File: src/rtl/btn_pkg.sv
// Shared constants for the button event classifier: state codes,
// default 100 MHz timing and the default counter width.
package btn_pkg;

    localparam int CNT_W = 27;

    // Default timing at 100 MHz.
    localparam int LONG_CYC_DEF   = 100_000_000;  // 1 s hold
    localparam int DCLICK_CYC_DEF = 30_000_000;   // 300 ms double-click window
    localparam int REPEAT_CYC_DEF = 20_000_000;   // 200 ms auto-repeat period

    // State encoding, also visible on state_o for debug.
    localparam logic [2:0] ST_IDLE           = 3'd0;
    localparam logic [2:0] ST_PRESSED        = 3'd1;
    localparam logic [2:0] ST_LONG_HELD      = 3'd2;
    localparam logic [2:0] ST_WAIT_SECOND    = 3'd3;
    localparam logic [2:0] ST_SECOND_PRESSED = 3'd4;

endpackage

File: src/rtl/btn_event_classifier.sv
// Classifies a debounced button level into short press, double click,
// long press and auto-repeat events, each a registered one-cycle pulse.
// Every pulse is registered in the cycle that decides it, so it is seen
// one cycle later and lasts exactly one cycle. At most one pulse is high
// in any cycle.
module btn_event_classifier #(
    parameter int LONG_CYC   = btn_pkg::LONG_CYC_DEF,
    parameter int DCLICK_CYC = btn_pkg::DCLICK_CYC_DEF,
    parameter int REPEAT_CYC = btn_pkg::REPEAT_CYC_DEF,
    parameter bit REPEAT_EN  = 1'b1,
    parameter int CNT_W      = btn_pkg::CNT_W
) (
    input  logic       clk_100MHz,
    input  logic       rst,
    input  logic       btn_in,
    output logic       short_press,
    output logic       double_click,
    output logic       long_press,
    output logic       repeat_pulse,
    output logic [2:0] state_o
);
    import btn_pkg::*;

    // Terminal counts: each timed state fires when the counter reaches N-1.
    localparam logic [CNT_W-1:0] LONG_LAST   = CNT_W'(LONG_CYC - 1);
    localparam logic [CNT_W-1:0] DCLICK_LAST = CNT_W'(DCLICK_CYC - 1);
    localparam logic [CNT_W-1:0] REPEAT_LAST = CNT_W'(REPEAT_CYC - 1);

    logic [2:0]       state_q, state_d;
    logic [CNT_W-1:0] cnt_q, cnt_d;
    logic             btn_prev_q;
    logic             rise;
    logic             rep_restart;
    logic             short_d, dbl_d, long_d, rep_d;
    logic             short_q, dbl_q, long_q, rep_q;

    // btn_prev resets high so a button held through reset needs a fresh press.
    assign rise = btn_in & ~btn_prev_q;

    // State, counter, edge-detect and pulse registers.
    always_ff @(posedge clk_100MHz) begin
        if (rst) begin
            state_q    <= ST_IDLE;
            cnt_q      <= '0;
            btn_prev_q <= 1'b1;
            short_q    <= 1'b0;
            dbl_q      <= 1'b0;
            long_q     <= 1'b0;
            rep_q      <= 1'b0;
        end else begin
            state_q    <= state_d;
            cnt_q      <= cnt_d;
            btn_prev_q <= btn_in;
            short_q    <= short_d;
            dbl_q      <= dbl_d;
            long_q     <= long_d;
            rep_q      <= rep_d;
        end
    end

    // Next-state logic; release/press always wins over a coincident timeout.
    always_comb begin
        state_d     = state_q;
        rep_restart = 1'b0;
        case (state_q)
            ST_IDLE: begin
                if (rise) state_d = ST_PRESSED;
            end
            ST_PRESSED: begin
                if (!btn_in)                 state_d = ST_WAIT_SECOND;
                else if (cnt_q == LONG_LAST) state_d = ST_LONG_HELD;
            end
            ST_LONG_HELD: begin
                if (!btn_in)                                 state_d = ST_IDLE;
                else if (REPEAT_EN && (cnt_q == REPEAT_LAST)) rep_restart = 1'b1;
            end
            ST_WAIT_SECOND: begin
                if (btn_in)                    state_d = ST_SECOND_PRESSED;
                else if (cnt_q == DCLICK_LAST) state_d = ST_IDLE;
            end
            ST_SECOND_PRESSED: begin
                if (!btn_in) state_d = ST_IDLE;
            end
            default: state_d = ST_IDLE;
        endcase
    end

    // Cycle counter: cleared on state entry and on each repeat, counts in timed states.
    always_comb begin
        cnt_d = cnt_q;
        if ((state_d != state_q) || rep_restart) begin
            cnt_d = '0;
        end else if (((state_q == ST_PRESSED) || (state_q == ST_LONG_HELD) ||
                      (state_q == ST_WAIT_SECOND)) && (cnt_q != '1)) begin
            cnt_d = cnt_q + 1'b1;
        end
    end

    // Output decode: which event the current cycle decides, if any.
    always_comb begin
        short_d = 1'b0;
        dbl_d   = 1'b0;
        long_d  = 1'b0;
        rep_d   = 1'b0;
        case (state_q)
            ST_PRESSED:     long_d  = btn_in && (cnt_q == LONG_LAST);
            ST_LONG_HELD:   rep_d   = rep_restart;
            ST_WAIT_SECOND: begin
                dbl_d   = btn_in;
                short_d = !btn_in && (cnt_q == DCLICK_LAST);
            end
            default: ;
        endcase
    end

    assign short_press  = short_q;
    assign double_click = dbl_q;
    assign long_press   = long_q;
    assign repeat_pulse = rep_q;
    assign state_o      = state_q;

endmodule

File: config.mk
export PLATFORM = sky130hd
export DESIGN_NAME = btn_event_classifier
export DESIGN_NICKNAME = d
export VERILOG_FILES = /design/src/rtl/btn_pkg.sv /design/src/rtl/btn_event_classifier.sv
export SDC_FILE = /design/constraint.sdc
export NUM_CORES = 1
export LEC_CHECK = 0
export BUFFER_PORTS_ARGS = -buffer_cell sky130_fd_sc_hd__buf_2
export CAP_MARGIN = 20
export CORE_MARGIN = 2
export CORE_UTILIZATION = 48
export CTS_CLUSTER_SIZE = 12
export DETAILED_ROUTE_END_ITERATION = 12
export PLACE_DENSITY = 0.67
export SLEW_MARGIN = 20
export SYNTH_ARGS = -nofsm -noshare
export SYNTH_HDL_FRONTEND = slang
export SYNTH_SLANG_ARGS = --single-unit
File: constraint.sdc
create_clock -name clk_100MHz -period 2.9 [get_ports clk_100MHz]
set_input_delay 0.435 -clock clk_100MHz [delete_from_list [all_inputs] [get_ports clk_100MHz]]
set_output_delay 0.435 -clock clk_100MHz [all_outputs]
set_load 0.1 [all_outputs]
After elaboration in Yosys (flattened, before gate mapping). Index checks and enable logic that the tools add are counted.

Register bits: 35. Input port bits: 3. Word-level logic and storage cells: 45.

$add $sub $neg: 1. Eq/ne operators: 9. Multiplexer cells: 10. Bitwise operators: 5. Reductions and logical operators: 13.

Operator list (number): 27-bit by 25-bit equality test with 1-bit output (second input constant) (2); 27-bit by 1-bit adder with 27-bit output (second input constant) (1); 27-bit equality test (second input constant) (1); 27-bit inequality test (second input constant) (1); 3-bit 2-to-1 mux (6); 3-bit one-hot mux with 4 select lines (1); 2-bit OR reduction (5); 3-bit by 2-bit equality test with 1-bit output (second input constant) (2); 1-bit NOT (4); 3-bit by 1-bit equality test with 1-bit output (second input constant) (1); 3-bit equality test (second input constant) (1); 1-bit logical AND (3); 3-bit zero test (1); 1-bit logical OR (3); 1-bit 2-to-1 mux (3); 3-bit inequality test (1); 1-bit AND (1); 1-bit zero test (1).

Depth between registers and ports, before layout. Gate-level depths: netlist (run 1).

Depth in word-level cells: 7. Mapped depth: 7.

Least setup slack after synthesis (run 1). Ideal clock, no wire load.

Path kind: register -> register. Start point: register state_q[1], in the netlist state_o[1]. End point: register cnt_q[18]. Setup time: 0.119 ns. Data arrival time: 2.394 ns. Required time: 2.781 ns. Slack: 0.387 ns. Cell stages (with the launch flop): 8. Path buffers: 2. Period minus slack after synthesis: 2.513 ns. Path through: dfxtp_1 -> clkbuf_1 -> o21bai_1 -> or3_1 -> clkbuf_1 -> nor4_1 -> xnor2_1 -> nor3_1.

Cells in the longest elaborated chain, start to end: 6. Elaborated cells between the ends (all ways): 20. Those cells by class: eq/ne (5); mux (8); reduce/logical (7).

Ends and longest elaborated chain: start, declared (RTL line btn_event_classifier.sv:29) `logic [2:0] state_q, state_d;`; start signal, assigned (RTL line btn_event_classifier.sv:51) `state_q <= state_d;`; 3-bit by 2-bit equality test with 1-bit output (tied with other cells) (RTL line btn_event_classifier.sv:65, btn_event_classifier.sv:93); 2-bit OR reduction (no line) (tied with other cells); 3-bit one-hot mux with 4 select lines (RTL line btn_event_classifier.sv:65) `case (state_q)`; 3-bit inequality test (RTL line btn_event_classifier.sv:91) `if ((state_d != state_q) || rep_restart) begin`; 1-bit logical OR (RTL line btn_event_classifier.sv:91); 2-bit OR reduction (no line); end signal, assigned (RTL line btn_event_classifier.sv:52) `cnt_q <= cnt_d;`; end, declared (RTL line btn_event_classifier.sv:30) `logic [CNT_W-1:0] cnt_q, cnt_d;`.

Parallel ways exist; a longest one is shown, timed or not. A chain may end at the register's enable or synchronous reset.

Worst setup path after layout (run 1).
Start point: register cnt_q[0]. End point: register cnt_q[10].

Cells in the longest elaborated chain, start to end: 7. Elaborated cells between the ends (all ways): 17. Those cells by class: add/sub (1); eq/ne (5); mux (8); reduce/logical (3).

Ends and longest elaborated chain (RTL line): 27-bit by 25-bit equality test with 1-bit output or 27-bit equality test (tied branches) (btn_event_classifier.sv:79, btn_event_classifier.sv:71); 3-bit 2-to-1 mux (on tied branches) (btn_event_classifier.sv:79, btn_event_classifier.sv:71); 3-bit 2-to-1 mux (on tied branches) (btn_event_classifier.sv:78, btn_event_classifier.sv:70); 3-bit one-hot mux with 4 select lines (btn_event_classifier.sv:65); 3-bit inequality test (btn_event_classifier.sv:91); 1-bit logical OR (btn_event_classifier.sv:91); 2-bit OR reduction (no line).

Parallel ways exist; a longest one is shown, timed or not.

==> impl_metrics.csv, run 1 <==
group,metric,value,unit
outcome,status,"finished, final reports clean",
power_and_ir_drop,clock_power_share,40.3,%
die,core_area,3720,µm²
worst_setup_path,reg2reg_from,"cnt_q[0]",
clocking,cts_setup_buffers,0,
power_and_ir_drop,seq_power_share,51.6,%
synth,syn_nets,220,
detailed_routing,drc,0,
die,row_count,22,
placement,port_buffers,9,
synth,syn_inst,216,
power_and_ir_drop,combPwrFrac,8.1,%
worst_setup_path,ff2ff_path_depth,7,
timing,post-route-period-util,83.5,%
clocking,cts_buffer_depth,2,
power_and_ir_drop,p_leak,0.000587,µW
global_routing,grt_pass1_wl,7780,µm
worst_setup_path,setup.worst_path.end_class,"flop",
global_routing,grt_pass1_vias,1647,
global_routing,grt_max_degree,28,
layout,diodes,0,
layout,syn2layout_area_growth,11.2,%
timing,skew,0.00657,ns
timing,fmax,0.413,GHz
die,die_w,66.6,µm
clocking,cts_buffers,5,
worst_hold_path,whs_endpoint,"state_o[1]",
die,io_pins,10,
layout,fin_util,56.3,%
worst_setup_path,r2r-end,"cnt_q[10]",
power_and_ir_drop,p_int,725,µW
timing,maxSlewViolCount,0,
detailed_routing,drt-vias-per-instance,6.16,
synth,ys_warn_count,0,
timing,setup_tns,0,ns
synth,avgSynthCellArea,8.71,µm²
layout,seqCellArea,701,µm²
clocking,cts_hold_buf,0,
layout,drive_gt1_share,13.4,%
clocking,clk_pin_slew,0.07,ns
clocking,cts-resized-gates,0,
power_and_ir_drop,ir_worst_vdd,0.000198,V
placement,hpwl,3040,µm
timing,slew_headroom,60.4,%
worst_setup_path,cp.required,3.06,ns
timing,finalSetupViolCount,0,
detailed_routing,dr.first_iter.drc_count,139,
synth,synth.distinct_cells,43,
timing,rsz0062_at_grt,"false",
worst_setup_path,crit_path_start_kind,"flop",
global_routing,grt_usage,23.0,%
die,die_h,66.6,µm
power_and_ir_drop,p_per_area,459,nW/µm²
worst_setup_path,reg2reg_slack,0.48,ns
power_and_ir_drop,switching_share,24.4,%
timing,hold_violations,0,
worst_setup_path,criticalPathCategory,"reg -> reg",
worst_setup_path,crit_path_max_fanout,13,
clocking,cts.htree.levels,2,
global_routing,grt_overflow_total,0,
layout,fin_nets,235,
synth,netlist_area,1880,µm²
detailed_routing,wl_per_cell,15.7,µm
power_and_ir_drop,p_switching,234,µW
detailed_routing,routed_wl,4390,µm
placement,gp_congestion,0.814,
synth,ys_seq_area_share,37.3,%
synth,synth_seq_cells,35,
run,drv_cap,0,
layout,nFillCells,353,
worst_hold_path,holdPathStages,2,
clocking,cts_sinks,35,
clocking,cts-root-buf,"clkbuf_8",
worst_setup_path,cp_data_arrival_time,2.59,ns
die,start_util,50.6,%
worst_hold_path,hold_start,"rst",
detailed_routing,vias,1726,
clocking,tritoncts,"built",
timing,tightest_slew,0.588,ns
layout,multi_input_area,1120,µm²
detailed_routing,ant_nets,0,
worst_hold_path,min_path_type,"in -> reg",
clocking,clk-insertion-delay-late,0.29,ns
global_routing,antenna_found_initial,0,
detailed_routing,first_pass_iters,4,
die,die-area,4430,µm²
timing,period_minus_slack,2.42,ns
-- worst max-delay path: stages, from the launching register on --
cell	delay (ns)
dfxtp_1	0.44
ha_1	0.25
or4b_1	0.47
nor4b_2	0.26
nand4b_1	0.24
a211oi_4	0.32
buf_4	0.24
nor3_1	0.08
-- cell usage in the layout, fill, tap and decap left out, types with 2 or more instances in the layout --
master	count
a2111oi_0	4
nand3_1	10
nand2_1	16
nand4_1	8
or4b_1	3
buf_2	9
inv_1	4
nor4_1	9
or3_1	6
nand2b_1	3
nor3_1	27
o211ai_1	2
buf_4	7
a211oi_1	13
clkbuf_8	7
o21ai_0	3
nor2_1	7
nand4b_1	2
nor4_2	2
dfxtp_1	35
a21oi_1	8
xnor2_1	21
and4_1	3
a21o_1	2
nand3b_1	2
-- synth_stat cells --
master / number / share of area (%)
a41oi_1: 1 / 0.47
xnor2_1: 21 / 9.8
o31ai_1: 1 / 0.40
dfxtp_1: 35 / 37
or2_2: 1 / 0.33
nor4_1: 9 / 3.0
nand3b_1: 2 / 0.80
nand2b_1: 3 / 1.0
a211oi_4: 1 / 1.1
nand2_1: 16 / 3.2
inv_1: 4 / 0.80
or4_1: 1 / 0.40
nor3_1: 27 / 7.2
nor4_2: 2 / 1.3
buf_2: 2 / 0.53
clkbuf_1: 4 / 0.80
nand3_1: 10 / 2.7
and3_1: 1 / 0.33
and2_1: 1 / 0.33
and4_2: 1 / 0.53
nor4b_2: 1 / 0.80
buf_6: 2 / 1.2
ha_1: 1 / 0.67
o21bai_1: 1 / 0.40
or3_1: 6 / 2.0
a31oi_1: 1 / 0.33
a211oi_1: 13 / 5.2
o211ai_1: 2 / 0.80
a32oi_1: 1 / 0.47
a311oi_1: 1 / 0.47
o21ba_2: 1 / 0.53
or4b_1: 3 / 1.6
nor2b_1: 1 / 0.33
a2111oi_0: 4 / 1.9
nand4_1: 8 / 2.7
nor2_1: 7 / 1.4
nand4b_1: 2 / 0.93
nor3_2: 1 / 0.53
mux2i_1: 1 / 0.53
and4_1: 3 / 1.4
a21o_1: 2 / 0.80
a21oi_1: 8 / 2.1
o21ai_0: 3 / 0.80
-- through the flow --
stage               setup WS, ns  area [µm²]  power (µW)  instances  hold slack (ns)
finish                     0.480        2090         959        280            0.375
floorplan                  0.387        1880         565        216            0.469
detailed placement         0.488        1990         582        272            0.500
global route               0.313        2090        1010        280            0.375
global placement           0.609        1990         581        272            0.492
CTS                        0.454        2090         969        280            0.365
-- registers in the layout, indices dropped and copies added, names as in the netlist --
signal        count
btn_prev_q        1
cnt_q            27
double_click      1
long_press        1
repeat_pulse      1
short_press       1
state_o           3
-- power by group through the flow --
stage	Clock, µW	Sequential [µW]	Combinational (µW)
floorplan	0	515	50.6
global placement	0	504	77.2
detailed placement	0	505	77.0
CTS	398	494	77.5
global route	430	495	85.0
finish	387	494	77.8
-- kinds of logic after synthesis --
| kind of cell | Yosys count | synth area share (%) |
|---|---|---|
| adder cells (fa/ha/maj) | 1 | 0.665 |
| XOR/XNOR | 21 | 9.78 |
| buffers and inverters | 12 | 3.33 |
| multiplexers | 1 | 0.532 |
| AO/OA/AOI/OAI | 40 | 15.7 |
| flip-flops | 35 | 37.3 |
| AND/OR/NAND/NOR | 106 | 32.7 |
-- how the worst max path moves through the flow --
stage	cells after the start	endpoint	slack (ns)	startpoint
floorplan	7	cnt_q[18]	0.39	state_o[1]
finish	7	cnt_q[10]	0.48	cnt_q[0]
global route	7	cnt_q[5]	0.31	cnt_q[0]
global placement	7	cnt_q[5]	0.61	cnt_q[1]
CTS	7	cnt_q[24]	0.45	cnt_q[0]
detailed placement	7	cnt_q[19]	0.49	cnt_q[1]
-- layout make-up --
type,count,share of cell area [%]
well taps,48,2.87
multi-input cells,169,53.4
flip-flops and latches,35,33.5
clock buffers,8,4.79
repair buffers,16,4.67
inverters,4,0.718
-- routing by layer --
metal	part of all wire, %	track usage (%)	vias to the layer above
met4	2.6	12.5	0
met3	4.5	4.90	13
li1	-	-	856
met2	45	33.1	43
met1	48	31.8	814
met5	0	0	-
(Power assumes the default switching activity.)
==> inputs of run 2 (changes only) <==
PLACE_DENSITY = 0.7   (was 0.67)
clock period = 2.1 ns   (was 2.9 ns; I/O delays follow)
==> impl_metrics.csv, run 2 (synthesized netlist as in run 1, its figures left out) <==
group,metric,value,unit
worst_hold_path,min_path_type,"in -> reg",
placement,gp_congestion,0.828,
timing,finalSetupViolCount,1,
layout,largest_register_ffs,27,
layout,nFillCells,317,
worst_setup_path,slowest_stage,"or4b_4",
power_and_ir_drop,p_leak,0.000762,µW
timing,maxSlewViolCount,0,
layout,layout_commonest_cell,"buf_4",
detailed_routing,drt-vias-per-instance,5.88,
clocking,clk-insertion-delay-late,0.30,ns
global_routing,grt_overflow_total,0,
clocking,tritoncts,"built",
clocking,cts-root-buf,"clkbuf_8",
placement,placed_area,2250,µm²
layout,fin_area,2370,µm²
die,die-area,4430,µm²
timing,holdWs,0.235,ns
placement,port_buffers,9,
global_routing,grt_pass1_vias,1660,
outcome,violations,"setup timing",
worst_setup_path,critical-path-top-delay-family,"simple AND/OR/NAND/NOR gates",
global_routing,antenna_found_initial,0,
global_routing,grt_pass1_wl,8070,µm
detailed_routing,drc,0,
detailed_routing,vias,1816,
outcome,status,"finished, violations left",
worst_setup_path,cp.required,2.28,ns
timing,tightest_slew,0.601,ns
detailed_routing,ant_nets,0,
die,start_util,50.6,%
layout,diodes,0,
layout,fin_nets,264,
die,die_h,66.6,µm
run,drv_cap,0,
timing,hold_violations,0,
worst_setup_path,crit_path_start_kind,"flop",
power_and_ir_drop,ir_worst_vdd,0.000337,V
layout,max_flop_register,"cnt_q",
detailed_routing,first_pass_iters,4,
die,row_count,22,
layout,drive_gt1_share,26.4,%
power_and_ir_drop,p_per_area,544,nW/µm²
timing,slew_headroom,58.9,%
layout,multi_input_area,1170,µm²
worst_setup_path,criticalPathCategory,"reg -> reg",
clocking,cts_buffer_depth,2,
global_routing,grt_max_degree,28,
detailed_routing,dr.first_iter.drc_count,150,
worst_setup_path,slowest_delay,0.47,ns
clocking,cts_sinks,35,
clocking,cts_buffers,5,
detailed_routing,wl_per_cell,15.1,µm
worst_setup_path,path_buf_inv,2,
timing,post-route-period-util,100,%
layout,seqCellArea,717,µm²
layout,syn2layout_area_growth,26.1,%
detailed_routing,routed_wl,4680,µm
global_routing,grt_usage,24.2,%
placement,hpwl,3440,µm
timing,fin_ws,-0.00443,ns
worst_setup_path,crit_path_max_fanout,6,
timing,skew,0.00713,ns
die,core_area,3720,µm²
worst_setup_path,path_cells,"ha_4 > or4b_4 > nor4b_4 > nand4b_1 > a211oi_4 > buf_4 > buf_6 > a211oi_1",
layout,layout_common_cells,"buf_4, dfxtp_1, nor3_1, xnor2_1, nand2_1",
clocking,cts.htree.levels,2,
die,die_w,66.6,µm
timing,rsz0062_at_grt,"true",
clocking,cts_hold_buf,0,
timing,period_minus_slack,2.10,ns
worst_setup_path,cp_data_arrival_time,2.29,ns
power_and_ir_drop,p_total,1290,µW
die,io_pins,10,
worst_setup_path,setup.worst_path.end_class,"flop",
clocking,clk_pin_slew,0.07,ns
timing,fmax,0.475,GHz
==> run 2: cell count changes in the layout (fill, tap and decap cells not counted), moves of 2 or more <==
cell,before,now
buf_4,7,34
clkbuf_8,7,5
dfxtp_1,35,30
dfxtp_4,0,4
nor3_1,27,24
nor3_2,1,4
==> run 2: worst reg2reg max path: stages (launching register included) <==
cell and delay [ns]:
dfxtp_4 0.36, ha_4 0.15, or4b_4 0.47, nor4b_4 0.22, nand4b_1 0.19, a211oi_4 0.28, buf_4 0.15, buf_6 0.12
a211oi_1 0.05
==> run 2: worst paths after layout <==
check             startpoint         end  slack [ns]  cells after the start
setup / recovery    cnt_q[1]    cnt_q[5]      -0.004                      8
hold / removal           rst  state_o[1]        0.23                      2
setup reg to reg    cnt_q[1]    cnt_q[5]      -0.004                      8
hold reg to reg     cnt_q[5]    cnt_q[5]        0.50                      2
==> run 2: where the power goes <==
part | switching [µW] | total [µW] | leakage (µW) | internal, µW
clock network | 245 | 478 | 0.0000422 | 233
registers | 10.0 | 680 | 0.000286 | 670
logic | 86.4 | 133 | 0.000434 | 46.3
==> run 2: metal layers <==
layer / global-route usage, % / up-vias / share of wire [%]
li1: - / 915 / -
met1: 33.0 / 856 / 48
met2: 37.0 / 38 / 46
met3: 5.74 / 7 / 4.3
met4: 8.93 / 0 / 1.3
met5: 0 / - / 0
==> run 2: area by class of cell <==
class	instances	share of cell area, %
Multi-Input combinational cell	169	49.2
Sequential cell	35	30.2
Timing Repair Buffer	45	14.0
Clock buffer	7	3.22
Tap cell	48	2.53
Inverter	4	0.633
Clock inverter	1	0.211
==> run 2: repair_timing <==
action | CTS | global route
buffers inserted | 0 | 1
gates resized for setup | 0 | 7
setup endpoints to repair | 0 | 28
==> run 2: per-stage QoR <==
stage / TNS, ns / util (%) / worst slack, ns / cells
global route: -2.31 / 63.8 / -0.106 / 309
detailed placement: 0 / 60.5 / 0.00728 / 300
global placement: 0 / 60.5 / 0.0563 / 300
CTS: 0 / 62.7 / 0.00160 / 308
floorplan: -0.192 / - / -0.0105 / 216
finish: -0.00443 / 63.8 / -0.00443 / 309
